File: config.mk
export PLATFORM = sky130hd
export DESIGN_NAME = wb_trace_buf
export DESIGN_NICKNAME = d
export VERILOG_FILES = /design/src/rtl/wb_trace_pkg.sv /design/src/rtl/wb_trace_ram.sv /design/src/rtl/wb_trace_buf.sv
export SDC_FILE = /design/constraint.sdc
export NUM_CORES = 1
export LEC_CHECK = 0
export ABC_AREA = 1
export BUFFER_PORTS_ARGS = -buffer_cell sky130_fd_sc_hd__buf_2
export CORE_MARGIN = 4
export CORE_UTILIZATION = 25
export CTS_CLUSTER_SIZE = 14
export DETAILED_ROUTE_END_ITERATION = 8
export PLACE_DENSITY = 0.48
export SLEW_MARGIN = 25
export SYNTH_ARGS = -nofsm -noshare
export SYNTH_HDL_FRONTEND = slang
export SYNTH_SLANG_ARGS = --single-unit
File: constraint.sdc
create_clock -name clk -period 7.5 [get_ports clk]
set_input_delay 0.75 -clock clk [delete_from_list [all_inputs] [get_ports clk]]
set_output_delay 0.75 -clock clk [all_outputs]
set_load 0.05 [all_outputs]
File: src/rtl/wb_trace_pkg.sv
`default_nettype none
// ---------------------------------------------------------------------------
// wb_trace_pkg : shared defaults and derived widths for the writeback trace buffer
// Rev 1.0
// ---------------------------------------------------------------------------
package wb_trace_pkg;
    localparam int DEF_DATA_W       = 32;
    localparam int DEF_DEPTH        = 16;
    localparam int DEF_STALL_MARGIN = 3;
    localparam int DEF_TS_W         = 16;
    localparam int PTR_W            = $clog2(DEF_DEPTH);
    localparam int CNT_W            = PTR_W + 1;
endpackage
`default_nettype wire

File: src/rtl/wb_trace_ram.sv
`default_nettype none
// ---------------------------------------------------------------------------
// wb_trace_ram : DEPTH x WIDTH register array, one write port, one registered read port
// Rev 1.0
// ---------------------------------------------------------------------------
module wb_trace_ram
    import wb_trace_pkg::*;
#(
    parameter int WIDTH = DEF_DATA_W,
    parameter int DEPTH = DEF_DEPTH,
    parameter int AW    = $clog2(DEPTH)
) (
    input  logic             clk,
    input  logic             rst,
    input  logic             we,
    input  logic [AW-1:0]    waddr,
    input  logic [WIDTH-1:0] wdata,
    input  logic             re,
    input  logic [AW-1:0]    raddr,
    output logic [WIDTH-1:0] rdata
);
    logic [WIDTH-1:0] mem [DEPTH];

    // Storage is deliberately left out of reset; only the output register clears.
    always_ff @(posedge clk) begin
        if (we) begin
            mem[waddr] <= wdata;
        end
    end

    always_ff @(posedge clk or posedge rst) begin
        if (rst) begin
            rdata <= '0;
        end else if (re) begin
            rdata <= mem[raddr];
        end
    end
endmodule
`default_nettype wire

File: src/rtl/wb_trace_buf.sv
`default_nettype none
// ---------------------------------------------------------------------------
// wb_trace_buf : circular capture FIFO for the core writeback stream with stall back-pressure.
// Optional timestamps via `WB_TRACE_TS_EN.   Rev 1.0
// ---------------------------------------------------------------------------
module wb_trace_buf
    import wb_trace_pkg::*;
#(
    parameter int DATA_W       = DEF_DATA_W,
    parameter int DEPTH        = DEF_DEPTH,
    parameter int STALL_MARGIN = DEF_STALL_MARGIN
`ifdef WB_TRACE_TS_EN
    ,
    parameter int TS_W         = DEF_TS_W
`endif
) (
    input  logic                     clk,
    input  logic                     rst,
    input  logic                     wb_valid,
    input  logic [DATA_W-1:0]        wb_data,
    output logic                     stall,
    input  logic                     rd_en,
    output logic                     rd_valid,
    output logic [DATA_W-1:0]        rd_data,
`ifdef WB_TRACE_TS_EN
    output logic [TS_W-1:0]          rd_ts,
`endif
    output logic                     empty,
    output logic                     full,
    output logic [$clog2(DEPTH):0]   count,
    output logic                     overflow,
    input  logic                     clr_ovf
);
    localparam int AW = $clog2(DEPTH);
    localparam int CW = AW + 1;
    localparam logic [CW-1:0] FULL_CNT  = CW'(DEPTH);
    localparam logic [CW-1:0] STALL_CNT = CW'(DEPTH - STALL_MARGIN);
`ifdef WB_TRACE_TS_EN
    localparam int MEM_W = DATA_W + TS_W;
`else
    localparam int MEM_W = DATA_W;
`endif

    logic [AW-1:0]    wr_ptr;
    logic [AW-1:0]    rd_ptr;
    logic             wr_acc;
    logic             rd_acc;
    logic             drop;
    logic [CW-1:0]    count_next;
    logic [MEM_W-1:0] wr_word;
    logic [MEM_W-1:0] rd_word;

    always_comb begin
        wr_acc     = wb_valid && !full;
        rd_acc     = rd_en && !empty;
        drop       = wb_valid && full;
        count_next = count;
        if (wr_acc && !rd_acc) begin
            count_next = count + CW'(1);
        end else if (rd_acc && !wr_acc) begin
            count_next = count - CW'(1);
        end
    end

    always_ff @(posedge clk or posedge rst) begin
        if (rst) begin
            wr_ptr   <= '0;
            rd_ptr   <= '0;
            count    <= '0;
            empty    <= 1'b1;
            full     <= 1'b0;
            stall    <= 1'b0;
            rd_valid <= 1'b0;
            overflow <= 1'b0;
        end else begin
            if (wr_acc) begin
                wr_ptr <= wr_ptr + AW'(1);
            end
            if (rd_acc) begin
                rd_ptr <= rd_ptr + AW'(1);
            end
            count    <= count_next;
            empty    <= (count_next == '0);
            full     <= (count_next == FULL_CNT);
            stall    <= (count_next >= STALL_CNT);
            rd_valid <= rd_acc;
            // A drop in the same cycle as clr_ovf keeps the flag set.
            if (drop) begin
                overflow <= 1'b1;
            end else if (clr_ovf) begin
                overflow <= 1'b0;
            end
        end
    end

`ifdef WB_TRACE_TS_EN
    logic [TS_W-1:0] ts_cnt;

    always_ff @(posedge clk or posedge rst) begin
        if (rst) begin
            ts_cnt <= '0;
        end else begin
            ts_cnt <= ts_cnt + TS_W'(1);
        end
    end

    assign wr_word = {ts_cnt, wb_data};
    assign rd_data = rd_word[DATA_W-1:0];
    assign rd_ts   = rd_word[MEM_W-1:DATA_W];
`else
    assign wr_word = wb_data;
    assign rd_data = rd_word;
`endif

    wb_trace_ram #(
        .WIDTH (MEM_W),
        .DEPTH (DEPTH),
        .AW    (AW)
    ) u_ram (
        .clk   (clk),
        .rst   (rst),
        .we    (wr_acc),
        .waddr (wr_ptr),
        .wdata (wr_word),
        .re    (rd_acc),
        .raddr (rd_ptr),
        .rdata (rd_word)
    );
endmodule
`default_nettype wire

==> flow_summary.toml <==
[sta]
max_freq_mhz = 313.5
finalHoldViolCount = 0
skew_ns = 0.01145
tightest_slew_ns = 1.099
finalSetupTns_ns = 0
final-setup-viol-count = 0
whs_ns = 0.3546
fin_ws_ns = 4.310
relSlewSlack_pct = 26.75
period_share_pct = 42.53
fin_crit_ns = 3.190
rsz0062_at_grt = "no"
drv_slew = 0

[worst_setup_path]
cpPeakStageDelay_ns = 0.90
required_ns = 8.03
crit_arrival_ns = 3.72
crit_buf_inv = 2
end_kind = "flip-flop"
cp_common_cell = "nand2_1"
crit_start = "rd_ptr[1]"
cp_top_family = "buffers and inverters"
crit_path_max_fanout = 68
reg2reg_from = "rd_ptr[1]"
r2r_cells = 9
cp_cell_sequence = "clkinv_2 > buf_4 > nand3_1 > nand3_1 > nand2_1 > nand2_1 > nand2_1 > nand2_1 > nand2_1"
crit_type = "flip-flop to flip-flop"
r2r_end = "u_ram.rdata[7]"
cp-start-kind = "flip-flop"
r2r_setup_slack_ns = 4.31
slowest_stage = "dfrtp_4"

[die]
start_util_pct = 25.23
die_area_um2 = 95730
die_y_um = 309.4
core_area_um2 = 90010
rows = 110
io_pins = 79
die_x_um = 309.4

[grt]
track_usage_pct = 13.62
grt.overflow.total = 0
grt_max_degree = 164
grt_pass1_wl_um = 96260
grt_antenna_before_repair = 15
grt_pass1_vias = 14040

[hold_path]
min_from = "clr_ovf"
min_path_type = "input port to flip-flop"
worstHoldEndpoint = "overflow"
whs_path_depth = 2

[synth]
post_synth_num_cell_types = 31
ys.warnings.count = 0
synth.avg_cell_area_um2 = 12.08
synth_area_leaders = "edfxtp_1 (68%), nand2_1 (12%), nand3_1 (6.8%)"
seq_area_frac_synth_pct = 73.21
synth_area_um2 = 22710
ys_ff_latch = 562
syn-instance-count = 1880
mappedNetlistNets = 1924
synth_top_area_share_pct = 67.70
yosysTopAreaCell = "edfxtp_1"

[job]
drv_cap = 0

[placement]
post-place-ws_ns = 4.307
place_area_um2 = 24200
gp_congestion = 0.7131
io_buffer_count = 78
dp.cells = 3054
hpwl_um = 30650

[finish]
final_layout_size_suffix_gt1_share_pct = 10.89
final_cell_area_um2 = 25950
layoutNonFillerInstCount = 3164
fin_nets = 1981
fin_util_pct = 28.83
area_delta_synth_final_pct = 14.26

[power]
internal_power_mw = 6.211
vdd_drop_max_uv = 224.7
p_clk_share_pct = 26.2
combPwrFrac_pct = 33.3
p_seq_share_pct = 40.5
p_sw_mw = 3.965
switching_share_pct = 38.97
cellLeakagePower_nw = 9.440
power_mw = 10.18
power_density_nw_per_um2 = 392.1

[clocking]
clkLatencyLatePin_ns = 0.60
clkTransAtPathRegs_ns = 0.06
root_buffer = "clkbuf_16"
cts_tree = "yes"
cts_buffers = 56
htree_num_levels = 2
clkSinkCount = 562
clockBufferDepth = 3
postCtsSetupBuffers = 0
cts_resized = 0
hold_buffers = 0

[route]
drcViolationCount = 0
dr_total_vias = 14400
wl_per_cell_um = 20.85
wl_um = 65960
ant_nets = 0
drt_iter0_markers = 1279
first_pass_iters = 5
drt-vias-per-instance = 4.551

[run_status]
status = "completed"
## cells by family after synthesis
kind of cell	count (synthesis)	synth area share (%)
xor gates and xnor gates	8	0.3085
and+or+nand+nor	1081	20.07
buffers and inverters	131	3.625
DFF	562	73.21
adders and majority gates	7	0.3856
AOI/OAI and AO/OA	91	2.397
## synthesized netlist by cell type (all sizes together)
cell type / count
ha: 7
buf: 98
a21oi: 51
nand2: 724
o211ai: 18
a21boi: 17
edfxtp: 512
o22ai: 1
clkbuf: 11
inv: 22
nor2: 28
dfstp: 1
dfrtp: 49
nand3: 307
nor3: 2
o21ai: 4
nand3b: 18
nand4: 1
xor2: 8
or2: 1
## power groups by stage
stage	sequential, mW	combinational, mW	clock, mW
global placement	4.18	3.39	0
floorplan	4.36	2.21	0
finish	4.12	3.39	2.66
global route	4.16	3.77	2.86
CTS	4.12	3.43	2.74
detailed placement	4.19	3.42	0
## worst max path at each step
stage,end,cells past startpoint
4_1_cts,u_ram.rdata[7],9
6_report,u_ram.rdata[7],9
5_1_grt,u_ram.rdata[9],10
3_3_place_gp,u_ram.rdata[7],9
2_1_floorplan,u_ram.mem[11][0],4
3_5_place_dp,u_ram.rdata[7],9
## sequential cells by signal, indices dropped and copies added, names as in the netlist
register     cells
u_ram.mem      512
empty            1
overflow         1
rd_ptr           4
stall            1
full             1
count            5
wr_ptr           4
rd_valid         1
u_ram.rdata     32
## cell type report
class | count | area, um^2
antenna | 5 | 12.51
clock buffer | 88 | 1593
clock inverter | 16 | 123.9
fill | 9146 | 64060
inverter | 22 | 88.84
multi-input combinational | 1187 | 5380
sequential | 562 | 16640
tap | 1176 | 1471
timing repair buffer | 108 | 644.4
## metal layers
metal  routed length (um)  global-route usage [%]  up-vias
met5                   34                       0        -
li1                     -                       -     6662
met1                29410                   18.27     7225
met3                 4134                   2.574      102
met2                31110                   22.86      403
met4                 1261                   3.385        6
## placed cells by master, fill, tap and decap left out, drive strengths merged, types with 21 or more instances in the layout
master,n
clkbuf,88
edfxtp,512
buf,108
nand3,307
nand2,724
inv,21
a21oi,51
nor2,28
dfrtp,49
## worst reg2reg max path: cells and delay by family, from the launching register on
kind | cells | cell delay, ns
buf+inv | 2 | 1.41
flops | 1 | 0.90
simple gates | 7 | 0.82
(Power assumes the default switching activity.)
